## config.mk

```make
export PLATFORM = sky130hd
export DESIGN_NAME = fifo_read_arbiter
export DESIGN_NICKNAME = d
export VERILOG_FILES = /design/src/rtl/fifo_read_arbiter.sv
export SDC_FILE = /design/constraint.sdc
export NUM_CORES = 1
export LEC_CHECK = 0
export CAP_MARGIN = 20
export CORE_AREA = 2 2 48 50
export DETAILED_ROUTE_END_ITERATION = 12
export DIE_AREA = 0 0 50 52
export GPL_TIMING_DRIVEN = 0
export HOLD_SLACK_MARGIN = 0.1
export PLACE_DENSITY = 0.8
export SETUP_SLACK_MARGIN = 0.5
export SYNTH_ARGS = -nofsm -noshare
export SYNTH_HDL_FRONTEND = slang
export SYNTH_SLANG_ARGS = --single-unit
export TNS_END_PERCENT = 10
```

## constraint.sdc

```tcl
create_clock -name rclk -period 5.39 [get_ports rclk]
set_input_delay 1.078 -clock rclk [delete_from_list [all_inputs] [get_ports rclk]]
set_output_delay 1.078 -clock rclk [all_outputs]
set_load 0.01 [all_outputs]
```

## src/rtl/fifo_read_arbiter.sv

```systemverilog
// Read-domain controller for the dual-clock FIFO: owns the read pointer, generates
// the registered empty flag, and shares the read port between consumers round-robin.
module fifo_read_arbiter #(
    parameter int ADDRESS_SIZE = 4,
    parameter int NUM_REQ      = 4,
    parameter int MAX_BURST    = 4,
    localparam int OWNER_W     = $clog2(NUM_REQ),
    localparam int CNT_W       = $clog2(MAX_BURST + 1)
) (
    input  logic                    rclk,
    input  logic                    rrst,
    input  logic [NUM_REQ-1:0]      req,
    input  logic [ADDRESS_SIZE:0]   rq2_write_ptr,
    output logic [ADDRESS_SIZE:0]   read_ptr,
    output logic [ADDRESS_SIZE-1:0] raddr,
    output logic                    rinc,
    output logic [NUM_REQ-1:0]      gnt,
    output logic [OWNER_W-1:0]      owner,
    output logic                    busy,
    output logic                    rempty
);

    typedef enum logic {IDLE, BURST} state_t;

    state_t                r_state;
    logic [ADDRESS_SIZE:0] r_rbin;
    logic [ADDRESS_SIZE:0] r_read_ptr;
    logic                  r_rempty;
    logic [OWNER_W-1:0]    r_owner;
    logic [OWNER_W-1:0]    r_prio;
    logic [CNT_W-1:0]      r_cnt;

    logic                  w_rinc;
    logic [ADDRESS_SIZE:0] w_rbinnext;
    logic [ADDRESS_SIZE:0] w_rgraynext;
    logic [OWNER_W-1:0]    w_pick;
    logic                  w_pick_vld;
    logic [OWNER_W-1:0]    w_owner_inc;

    // First asserted request at or above the round-robin pointer, wrapping around.
    always_comb begin
        w_pick     = '0;
        w_pick_vld = 1'b0;
        for (int unsigned i = 0; i < NUM_REQ; i++) begin
            if (!w_pick_vld && req[(32'(r_prio) + i) % NUM_REQ]) begin
                w_pick     = OWNER_W'((32'(r_prio) + i) % NUM_REQ);
                w_pick_vld = 1'b1;
            end
        end
    end

    always_comb begin
        w_rinc      = (r_state == BURST) && req[r_owner] && !r_rempty;
        w_rbinnext  = r_rbin + (ADDRESS_SIZE + 1)'(w_rinc);
        w_rgraynext = (w_rbinnext >> 1) ^ w_rbinnext;
        w_owner_inc = (32'(r_owner) == NUM_REQ - 1) ? '0 : r_owner + 1'b1;
    end

    always_ff @(posedge rclk) begin
        if (rrst) begin
            r_rbin     <= '0;
            r_read_ptr <= '0;
            r_rempty   <= 1'b1;
            r_state    <= IDLE;
            r_owner    <= '0;
            r_prio     <= '0;
            r_cnt      <= '0;
        end else begin
            r_rbin     <= w_rbinnext;
            r_read_ptr <= w_rgraynext;
            // Full-width compare: the MSB separates laps, so a full FIFO never reads as empty.
            r_rempty   <= (w_rgraynext == rq2_write_ptr);
            case (r_state)
                IDLE: begin
                    if (w_pick_vld && !r_rempty) begin
                        r_owner <= w_pick;
                        r_cnt   <= '0;
                        r_state <= BURST;
                    end
                end
                BURST: begin
                    if (w_rinc) begin
                        r_cnt <= r_cnt + 1'b1;
                        if (r_cnt == CNT_W'(MAX_BURST - 1)) begin
                            r_state <= IDLE;
                            r_prio  <= w_owner_inc;
                        end
                    end else begin
                        r_state <= IDLE;
                        r_prio  <= w_owner_inc;
                    end
                end
            endcase
        end
    end

    assign read_ptr = r_read_ptr;
    assign raddr    = r_rbin[ADDRESS_SIZE-1:0];
    assign rinc     = w_rinc;
    assign gnt      = w_rinc ? (NUM_REQ'(1) << r_owner) : '0;
    assign owner    = r_owner;
    assign busy     = (r_state == BURST);
    assign rempty   = r_rempty;

endmodule

```

## After elaboration in Yosys (flattened, before gate mapping)

Index checks and enable logic that the tools add are counted.

| operators by class | value |
|---|---|
| magnitude comparators | 5 |
| bitwise operators | 2 |
| shift operators | 1 |
| $add $sub $neg | 6 |
| multiplexer cells | 29 |
| reductions and logical operators | 13 |
| div/mod/pow operators | 0 |
| equal/unequal tests | 6 |
| multiply operators | 0 |

Operators by type and width:

| operator | count |
|---|---|
| less-than comparator 2 x 3 -> 1 bit (second input constant) | 5 |
| two-way mux 2 bit | 7 |
| two-way mux 1 bit | 12 |
| binary-select mux 1 bit (select 2 bit) | 5 |
| logical AND 1 bit | 6 |
| two-way mux 3 bit | 2 |
| one-hot mux 3 bit (2 select lines) | 1 |
| AND reduction 2 bit | 3 |
| adder 5 x 1 -> 5 bit | 1 |
| == test 5 bit | 1 |
| XOR 4 x 5 -> 5 bit | 1 |
| adder 2 x 1 -> 2 bit (second input constant) | 2 |
| adder 2 bit (second input constant) | 2 |
| zero test 1 bit | 4 |
| two-way mux 4 bit | 1 |
| inequality test 2 x 1 -> 1 bit (second input constant) | 2 |
| << shifter 1 x 2 -> 4 bit (first input constant) | 1 |
| adder 3 x 1 -> 3 bit (second input constant) | 1 |
| == test 3 x 2 -> 1 bit (second input constant) | 1 |
| == test 2 bit (second input constant) | 1 |
| inequality test 2 bit (second input constant) | 1 |
| one-hot mux 1 bit (2 select lines) | 1 |
| NOT 1 bit | 1 |

| word-level totals | value |
|---|---|
| latch bits | 0 |
| bits in registers | 19 |
| bits in read-only memories | 0 |
| output and inout port bits | 18 |
| memory bits (writable) | 0 |
| logic and storage cells | 69 |
| memories kept | 0 |

## Depth between registers and ports, before layout

Gate-level depths: netlist (run 1).

| logic depth | value |
|---|---|
| word-level depth | 15 |
| depth in mapped cells | 10 |
| depth with buffers taken out | 10 |

## Worst setup path after synthesis (run 1)

OpenSTA, ideal clock, no wires.

| timing path | value |
|---|---|
| kind | in2reg |
| from | input port req[3] |
| to | register r_rempty, in the netlist rempty |
| setup slack | 2.313 ns |
| data required time | 5.274 ns |
| stages on the path | 10 |
| data arrival time | 2.960 ns |
| library setup time | 0.116 ns |
| buffers on the path | 0 |
| path through | mux2i_1 > a211oi_4 > and2_2 > ha_1 > ha_1 > and3b_1 > o2bb2ai_1 > xnor2_1 > xor2_1 > a41o_1 |

| between the ends | value |
|---|---|
| cells in the longest elaborated chain, start to end | 7 |

Ends and longest elaborated chain:

| what | line | RTL |
|---|---|---|
| from (decl) | 12 | `input logic [NUM_REQ-1:0] req,` |
| binary-select mux 1 bit (select 2 bit) | 53 | `w_rinc = (r_state == BURST) && req[r_owner] && !r_rempty;` |
| two-way mux 1 bit (implied by the code) | 53 |  |
| logical AND 1 bit (2 in a row) | 53 |  |
| named net rinc | 16 | `output logic rinc,` |
| adder 5 x 1 -> 5 bit | 54 | `w_rbinnext = r_rbin + (ADDRESS_SIZE + 1)'(w_rinc);` |
| XOR 4 x 5 -> 5 bit | 55 | `w_rgraynext = (w_rbinnext >> 1) ^ w_rbinnext;` |
| == test 5 bit | 72 | `r_rempty <= (w_rgraynext == rq2_write_ptr);` |
| to (signal assigned) | 72 |  |
| to (decl) | 28 | `logic r_rempty;` |

The timed path passes the listed nets, and every way through them passes these cells. The select of a mux whose other input is x is not followed.
A chain may end at the register's enable or synchronous reset.

## Worst setup path after layout (run 1)

| timing path | value |
|---|---|
| from | input port req[3] |
| to | output port rinc |

| between the ends | value |
|---|---|
| cells in the longest elaborated chain, start to end | 4 |

Ends and longest elaborated chain:

| what | line |
|---|---|
| binary-select mux 1 bit (select 2 bit) | 53 |
| two-way mux 1 bit (implied by the code) | 53 |
| logical AND 1 bit (2 in a row) | 53 |
| to (decl) | 16 |

Every way passes these cells. The select of a mux whose other input is x is not followed.

==> run metrics, run 1 <==
gpl congestion about 0.78; die width around 50 um; port bufs 27; async set-reset flop share out of synthesis 0%; root buffer cell clkbuf_4; final instance area approximately 1300 um^2; register bit total from synthesis 18; largest net degree at the start of global routing 11; fin. max-slew vios 0; TritonCTS buffer count 3; Placed Cells between 150 and 200; Worst Skew 0.00312 ns; period utilisation layout between 70% and 80%; crit path capture type primary output; Synth top area share approximately 36%; fill count between 150 and 200; cell family with most CP delay buffers and inverters; DR vias 883; CP startpoint kind input port; Worst Path Arrival ~3 ns; 1st-iter DRT viols 4; Pleak about 0.53 nW; worst vdd ir between 0.15 and 0.2 mV; Setup TNS 0 ns; Mapped Avg Cell Area slightly below 9 um^2; Final setup viols 0; syn nets 133; Comb pwr share between 15 and 20%; Worst Slack Setup Final between 1 and 1.5 ns; synth unique cells 28; CTS tree yes; Longest Clk Path Bufs 2; buffers and inverters on the worst path 2; Mapped Cells 114; Rel. slew slack 39.1%; Diodes inserted 0; post-cts sizing count 0; Max Clk Rate 246 MHz; Max Cap Violations 0; post-layout util 64.1%; antenna-violating nets left 0; slowest CP cell clkdlybuf4s50_1; synthesized area slightly above 1000 um^2; hold_buf cts 0; wire length per cell about 12 um; RSZ-0062 raised after global routing no; first-pass GRT wire length ~3500 um; # IOs 29; post-place setup slack 1.31 ns; layout cells sized above 1 7.59%; CP most frequent cell clkdlybuf4s50_1; DR WL met3 between 70 and 80 um; Yosys warnings 0; Crit Path Class in -> out; Cell Int Power between 0.2 and 0.25 mW; Post-synth EDFFs 0; DR DRC count 0; Total Routing Usage GR a little under a fifth; H-tree depth 1; vias in the first global route 838; die height about 52 um; endpoints failing hold 0; Rows 17; area leader, netlist dfxtp_1; total grt overflow 0; hold crit path type reg -> reg; NumNets Final between 150 and 200; met2 WL roughly 1000 um; CTS sink cnt 18; post-synthesis sequential area ratio between 30% and 40%; Clock power frac just over 30%; top routing layer in use met4; core area between 2000 and 2500 um^2; sw frac 25.4%; DP Area between 1000 and 1500 um^2; Post-DP HPWL between 1500 and 2000 um; non-filler cells, final ~170; crit path time final about 4.1 ns; critical path's largest stage delay approximately 0.56 ns; Via-to-Cell Ratio approximately 5; P_sw around 0.07 mW; Worst Tran Pin Value roughly 0.90 ns; initial antenna violation count 0; Layout area overhead 33.9%; setup repair bufs after CTS 0; Initial Utilization 47.8%; dominant synthesized flop cell dfxtp_1; status completed; Req. time, crit path between 4 and 5 ns; first-pass detailed-route iteration total 3; largest fanout on the critical path 7; PD cells roughly 200 nW/um^2; Flop pwr share between 50% and 60%; DIE AREA 2600 um^2; Synth area leaders dfxtp_1, ha_1, xor2_1; met1 wire length 875 um; Clk pin slew, worst setup/hold paths 0.10 ns; critical path cell sequence clkdlybuf4s50_1 -> mux2i_1 -> a211oi_4 -> and2_2 -> clkdlybuf4s50_1; Clock Latency Late Sink ~0.3 ns; final wirelength between 2000 and 2500 um
state kept, by name (all words and copies together), names as in the netlist:
signal    flops
rempty        1
busy          1
r_cnt         3
r_rbin        5
read_ptr      4
r_prio        2
owner         2
through the flow:
stage / hold slack, ns / total power, mW
finish: 0.462 / 0.269
global route: 0.495 / 0.282
CTS: 0.464 / 0.272
detailed placement: 0.449 / 0.189
global placement: 0.441 / 0.187
floorplan: 0.432 / 0.168
Yosys cell counts, drive strengths merged, types with 3 or more instances:
cell	count
dfxtp	18
nor2	15
nand2	9
ha	8
inv	8
a21oi	7
xor2	7
mux2i	6
xnor2	6
and3	4
nor2b	4
nand3	3
cells by family after synthesis:
kind of cell	share of synthesized area, %
AO/OA/AOI/OAI	13.9
XOR/XNOR	11.3
multiplexers	5.96
AND/OR/NAND/NOR	19.4
buffers and inverters	3.73
flip-flops	35.8
adder cells (fa/ha/maj)	9.94
placed cells by master, fill, tap and decap left out, drive strengths merged, types with 2 or more instances in the layout:
| cell type | Yosys | final |
|---|---|---|
| o21ai | 2 | 2 |
| a21boi | 2 | 2 |
| a21oi | 7 | 7 |
| clkbuf | 2 | 6 |
| xnor2 | 6 | 6 |
| mux2i | 6 | 6 |
| and2 | 2 | 2 |
| clkdlybuf4s50 | 0 | 27 |
| xor2 | 7 | 7 |
| nor2b | 4 | 4 |
| or3 | 2 | 2 |
| nand3 | 3 | 3 |
| nand2 | 9 | 9 |
| ha | 8 | 8 |
| inv | 8 | 8 |
| nor2 | 15 | 15 |
| and3 | 4 | 4 |
| dfxtp | 18 | 18 |
metal layers:
metal  GRT usage (%)  up-vias
li1                -      448
met1            20.0      402
met2            30.7       25
met3            3.74        8
met4            13.0        0
met5               0        -
power groups by stage:
stage               clock [mW]  sequential, mW  combinational (mW)
CTS                     0.0859           0.142              0.0445
finish                  0.0832           0.142              0.0439
global route            0.0905           0.143              0.0489
detailed placement           0           0.145              0.0443
global placement             0           0.145              0.0427
floorplan                    0           0.145              0.0231
worst register-to-register path, delay by kind of cell, from the launching register on:
family          cells  cell delay [ns]
compound gates      3             0.79
xor+xnor            2             0.51
fa+ha+maj           2             0.52
flops               1             0.53
mux                 1             0.20
simple gates        1             0.27
worst paths after layout:
kind                  from  cells past startpoint  slack, ns  endpoint
hold / removal    r_cnt[2]                      2       0.46  r_cnt[2]
setup reg to reg  owner[0]                      9       2.48    rempty
hold reg to reg   r_cnt[2]                      2       0.46  r_cnt[2]
setup / recovery    req[3]                      5       1.32      rinc
area by class of cell:
class	count	area (um^2)	area share, %
clock buffer	4	36.3	2.69
multi-input combinational	86	609	45.2
inverter	8	30.0	2.23
sequential	18	360	26.7
buffer	2	7.51	0.557
timing repair buffer	27	270	20.0
tap	28	35.0	2.60
No activity file was read; power rests on OpenSTA's default activity.
==> run 2, diff against run 1 <==
--- a/config.mk
+++ b/config.mk
@@ -6,12 +6,12 @@
 export NUM_CORES = 1
 export LEC_CHECK = 0
 export CAP_MARGIN = 20
-export CORE_AREA = 2 2 48 50
+export CORE_AREA = 2 2 50 52
 export DETAILED_ROUTE_END_ITERATION = 12
-export DIE_AREA = 0 0 50 52
+export DIE_AREA = 0 0 52 54
 export GPL_TIMING_DRIVEN = 0
 export HOLD_SLACK_MARGIN = 0.1
-export PLACE_DENSITY = 0.8
+export PLACE_DENSITY = 0.74
 export SETUP_SLACK_MARGIN = 0.5
 export SYNTH_ARGS = -nofsm -noshare
 export SYNTH_HDL_FRONTEND = slang
==> constraint.sdc (replaced) <==
create_clock -name rclk -period 4.01 [get_ports rclk]
set_input_delay 0.802 -clock rclk [delete_from_list [all_inputs] [get_ports rclk]]
set_output_delay 0.802 -clock rclk [all_outputs]
set_load 0.01 [all_outputs]
==> run 2 against run 1 <==
  * Hold slack is essentially flat
  * Routed wire length is 0.54% lower
  * Setup slack worse by 0.51 ns
==> run metrics, run 2 (synthesis gave the netlist of run 1 again) <==
status completed; Worst Slack Setup Final 0.811 ns (-0.512 ns); TritonCTS buffer count 3 (unchanged); Rows 18 (+1); antenna-violating nets left 0 (unchanged); Crit Path Class in -> out; Reg2Reg Setup Slack 1.27 ns (-1.21 ns); hold_buf cts 0 (unchanged); DIE AREA 2810 um^2 (+8.0%); Layout area overhead 35.5%; Max Clk Rate about 310 MHz; first-pass detailed-route iteration total 3 (unchanged); gpl congestion 0.755 (-3.6%); NumNets Final 166 (+0.61%); Via-to-Cell Ratio 4.92 (-3.6%); largest net degree at the start of global routing 11 (unchanged); root buffer cell clkbuf_4; Final setup viols 0 (unchanged); CTS tree yes; total design power 0.361 mW (+34%); Crit. Startpoint req[1]; DR vias 866 (-1.9%); port bufs 27 (unchanged); Post-DP HPWL 1580 um (-3.2%); period utilisation layout approximately four fifths; Clk pin slew, worst setup/hold paths 0.10 ns (about the same); post-place setup slack 0.299 ns (-1.02 ns); vias in the first global route 794 (-5.3%); core area 2320 um^2 (+10%); PD cells 264 nW/um^2 (+33%); worst vdd ir 0.221 mV (+45%); Max Cap Violations 0 (unchanged); fill count 216 (+21%); Diodes inserted 0 (unchanged); Reg2Reg Depth 9 (unchanged); fin. max-slew vios 0 (unchanged); total grt overflow 0 (unchanged); Top reg by flops r_rbin; crit path time final between 3 and 4 ns; Pleak 0.550 nW (+4.6%); CP most frequent cell clkdlybuf4s50_1; Worst Tran Pin Value 0.864 ns (-0.0388 ns); initial antenna violation count 0 (unchanged); buffers and inverters on the worst path 2 (unchanged); die height 54 um (+3.8%); Placed Cells 171 (+1.2%); Worst Path Arrival 2.40 ns (-0.59 ns); critical path's largest stage delay 0.55 ns (about the same); die width 52 um (+4.0%); endpoints failing hold 0 (unchanged); # IOs 29 (unchanged); cell family with most CP delay buffers and inverters; commonest non-fill, non-tap cell in the layout clkdlybuf4s50_1; CTS sink cnt 18 (unchanged); most frequent cells in the layout clkdlybuf4s50_1, dfxtp_1, nor2_1, nand2_1; Rel. slew slack 41.7% (+2.6 points); crit path capture type primary output; RSZ-0062 raised after global routing no; Clock Latency Late Sink 0.29 ns (about the same); Clock power frac 30.7% (-0.2 points); max reg flops 5 (unchanged); Initial Utilization 43.4% (-4.4 points); hold crit path type reg -> reg; critical path cell sequence clkdlybuf4s50_1 -> mux2i_1 -> nand2_1 -> and2_4 -> clkdlybuf4s50_1; Longest Clk Path Bufs 2 (unchanged); post-layout util 58.8% (-5.2 points); Flop pwr share 52.8% (about the same); DR DRC count 0 (unchanged); largest fanout on the critical path 7 (unchanged); Comb pwr share 16.5% (+0.2 points); Worst Setup EP rinc; Reg2Reg Launch Point owner[0]; Reg2Reg Capture Point rempty; P_sw 0.0907 mW (+33%); Req. time, crit path 3.21 ns (-1.10 ns); layout cells sized above 1 8.22% (+0.63 points); 1st-iter DRT viols 9 (+5); Cell Int Power 0.270 mW (+35%); wire length per cell 11.5 um (-2.2%); CP startpoint kind input port; slowest CP cell clkdlybuf4s50_1; H-tree depth 1 (unchanged); Worst Skew 0.00124 ns (-0.00188 ns); WP depth 5 (unchanged); first-pass GRT wire length 3260 um (-7.6%); Worst Min Path Start r_cnt[1]; non-filler cells, final 176 (+1.7%); Total Routing Usage GR 15.6% (-2.5 points); Setup TNS 0 ns (unchanged); final wirelength 2020 um (-0.54%); sw frac 25.1% (-0.25 points)
run 2: cell count changes in the layout (fill, tap and decap cells not counted):
cell             before  now
clkdlybuf4s50_1      27   25
dlymetal6s2s_1        0    2
and2_2                1    0
and2_4                0    1
buf_4                 0    1
run 2: repair_timing:
item                                    in CTS  in global routing
endpoints found under the hold margin        0                  0
setup buffers                                0                  1
gates resized for setup                      0                  3
endpoints found under the setup margin       0                  6
run 2: power by group through the flow:
stage | registers, mW | clock network, mW | logic (mW)
after floorplan | 0.195 | 0 | 0.0310
after global placement | 0.194 | 0 | 0.0574
after detailed placement | 0.195 | 0 | 0.0596
after CTS | 0.190 | 0.113 | 0.0597
after global routing | 0.191 | 0.121 | 0.0668
final | 0.191 | 0.111 | 0.0596
run 2: worst reg2reg max path: cells and delay by family, from the launching register on:
family,cells,cell delay (ns)
AO/OA/AOI/OAI,3,0.71
XOR/XNOR,2,0.49
adder cells (fa/ha/maj),2,0.52
flip-flops,1,0.52
multiplexers,1,0.18
AND/OR/NAND/NOR,1,0.23
run 2: metal layers:
layer | routed length (um) | GRT usage, % | vias up
met5 | 0 | 0 | -
met4 | 29 | 7.89 | 0
met3 | 118 | 2.78 | 4
met2 | 1000 | 28.1 | 22
met1 | 870 | 17.6 | 389
li1 | - | - | 451
run 2: layout make-up:
cell class                 count  area [um^2]  area share (%)
tap                           30         37.5            2.75
inverter                       8         30.0            2.20
multi-input combinational     86          611            44.7
sequential                    18          360            26.4
timing repair buffer          28          283            20.7
clock buffer                   4         36.3            2.66
buffer                         2         7.51           0.550
run 2: worst min-delay path by stage:
| stage | to | slack (ns) | depth (start not counted) |
|---|---|---|---|
| floorplan | r_cnt[2] | 0.43 | 2 |
| global placement | r_cnt[2] | 0.44 | 2 |
| detailed placement | r_cnt[1] | 0.45 | 2 |
| CTS | r_cnt[1] | 0.46 | 2 |
| global route | r_cnt[1] | 0.48 | 2 |
| finish | r_cnt[1] | 0.46 | 2 |
run 2: metrics by stage:
stage          instance area [um^2]  hold slack [ns]
5_1_grt                        1370            0.479
4_1_cts                        1350            0.464
6_report                       1370            0.463
3_5_place_dp                   1320            0.450
3_3_place_gp                   1320            0.441
2_1_floorplan                  1010            0.432
==> RTL change (settings of run 2) <==
Set the parameter `MAX_BURST` to 2 (it was 4).
--- a/src/rtl/fifo_read_arbiter.sv
+++ b/src/rtl/fifo_read_arbiter.sv
@@ -3,7 +3,7 @@
 module fifo_read_arbiter #(
     parameter int ADDRESS_SIZE = 4,
     parameter int NUM_REQ      = 4,
-    parameter int MAX_BURST    = 4,
+    parameter int MAX_BURST    = 2,
     localparam int OWNER_W     = $clog2(NUM_REQ),
     localparam int CNT_W       = $clog2(MAX_BURST + 1)
 ) (
Behaviour: no difference found for any inputs over 4 cycles, from zero or initial values and one cycle with rrst high; that may be too few to reach the edited logic, so the function may still have changed.
==> RTL change against run 2 <==
Area after synthesis down 1.5%. Worst setup slack got worse by 200 ps. Design area is 2.7% lower. Total power shrank 9.3%. Wire length fell by 2.0%. Sequential cell count fell by 1. Non-clock buffer count decreased by 1. Sequential power fell by 6%. Critical path type unchanged. Critical endpoint is now gnt[3].
==> RTL change: results (changes against run 2) <==
| Metric | Value |
|---|---|
| DR pass1 iterations | `4 (+1)` |
| Hold WS | `550 ps (+87.1 ps)` |
| LEAKAGE | `0.514 nW (-6.6%)` |
| M1 GR Usage | `0.174 (-0.00191)` |
| Number of global-route vias before repair | `778 (-2.0%)` |
| Psw | `0.0823 mW (-9.3%)` |
| Post-synth top cells | `dfxtp_1 (17), nor2_1 (16), nand2_1 (9)` |
| Cell Count, Final, Fillers Out | `168 (-4.5%)` |
| Met3 Track Usage GR | `0.0306 (+0.00278)` |
| Post-synthesis cell type count | `30 (+7.1%)` |
| Largest cells by area after synthesis | `dfxtp_1 (34%), ha_1 (8.8%), nor2_1 (6.1%)` |
| DP HPWL | `1560 um (-1.0%)` |
| WL/cell | `11.8 um (+2.7%)` |
| Run status | `finished clean` |
| Setup Skew | `9.03 ps (+7.78 ps)` |
| Vias per inst | `4.98 (+1.1%)` |
| Gate Count Post-Synth | `107 (-6.1%)` |
| DRT iter0 DRCs | `10 (+1)` |
| GRT Overall Usage | `0.157 (+0.00164)` |
| Syn Nets | `125 (-6.0%)` |
| Post-place instance area | `1300 um2 (-1.1%)` |
| Worst Tran Pin Value | `482 ps (-382 ps)` |
| Worst reg2reg path depth | `10 (+1)` |
| CP arrival | `2600 ps (+200 ps)` |
| Layout cells sized above 1 | `0.0797 (-0.00248)` |
RTL change: changes by cell type after synthesis, moves of 2 or more:
| cell | change |
|---|---|
| inv_1 | -3 |
| or3_1 | -2 |
| and2_1 | +3 |
| mux2_4 | +3 |
| and3_2 | -4 |
| mux2i_1 | -2 |
RTL change: final cells by class:
type | count | area [um2]
buffer | 2 | 7.51
clock buffer | 4 | 26.3
fill | 212 | 991
inverter | 5 | 18.8
multi-input combinational | 83 | 626
sequential | 17 | 340
tap | 30 | 37.5
timing repair buffer | 27 | 273
RTL change: logic make-up (layout without fill, tap and decap cells):
logic type / Yosys count / count (layout) / synth area share
flops: 17 / 17 / 0.343
simple gates: 38 / 38 / 0.178
mux: 7 / 7 / 0.0857
xor+xnor: 13 / 13 / 0.122
compound gates: 18 / 18 / 0.156
buf+inv: 7 / 38 / 0.0265
fa+ha+maj: 7 / 7 / 0.0883
RTL change: worst max-delay path by stage:
stage          startpoint  slack (ps)  cells after the start     end
3_5_place_dp       req[2]         480                     11  rempty
4_1_cts            req[2]         550                      6  gnt[3]
5_1_grt            req[3]         510                      6  gnt[1]
2_1_floorplan      req[0]        1370                      9  rempty
3_3_place_gp       req[2]         510                     11  rempty
6_report           req[3]         610                      6  gnt[3]
RTL change: power by group through the flow:
| stage | sequential [mW] | combinational (mW) | clock (mW) |
|---|---|---|---|
| after floorplan | 0.184 | 0.0322 | 0 |
| after global placement | 0.183 | 0.0594 | 0 |
| after detailed placement | 0.184 | 0.0610 | 0 |
| after CTS | 0.180 | 0.0614 | 0.0914 |
| after global routing | 0.181 | 0.0666 | 0.0977 |
| final | 0.180 | 0.0606 | 0.0867 |
RTL change: per-layer routing:
layer / wire length [um] / vias to the layer above
li1: - / 421
met1: 878 / 389
met2: 977 / 21
met3: 95 / 5
met4: 31 / 0
met5: 0 / -
RTL change: worst min-delay path, stage by stage (launching register included):
cell and delay, ps:
dfxtp_1 360, mux2i_1 80, nor2_1 80
RTL change: through the flow:
step                      total power, mW  setup slack (ps)
after global placement              0.243               515
after detailed placement            0.245               482
final                               0.327               607
after global routing                0.345               511
after CTS                           0.333               546
after floorplan                     0.216              1370
RTL change: repair_timing:
action | in CTS | in global routing
buffers inserted | 0 | 0
resized for setup | 0 | 1
hold endpoints to repair | 0 | 0
setup endpoints to repair | 0 | 4
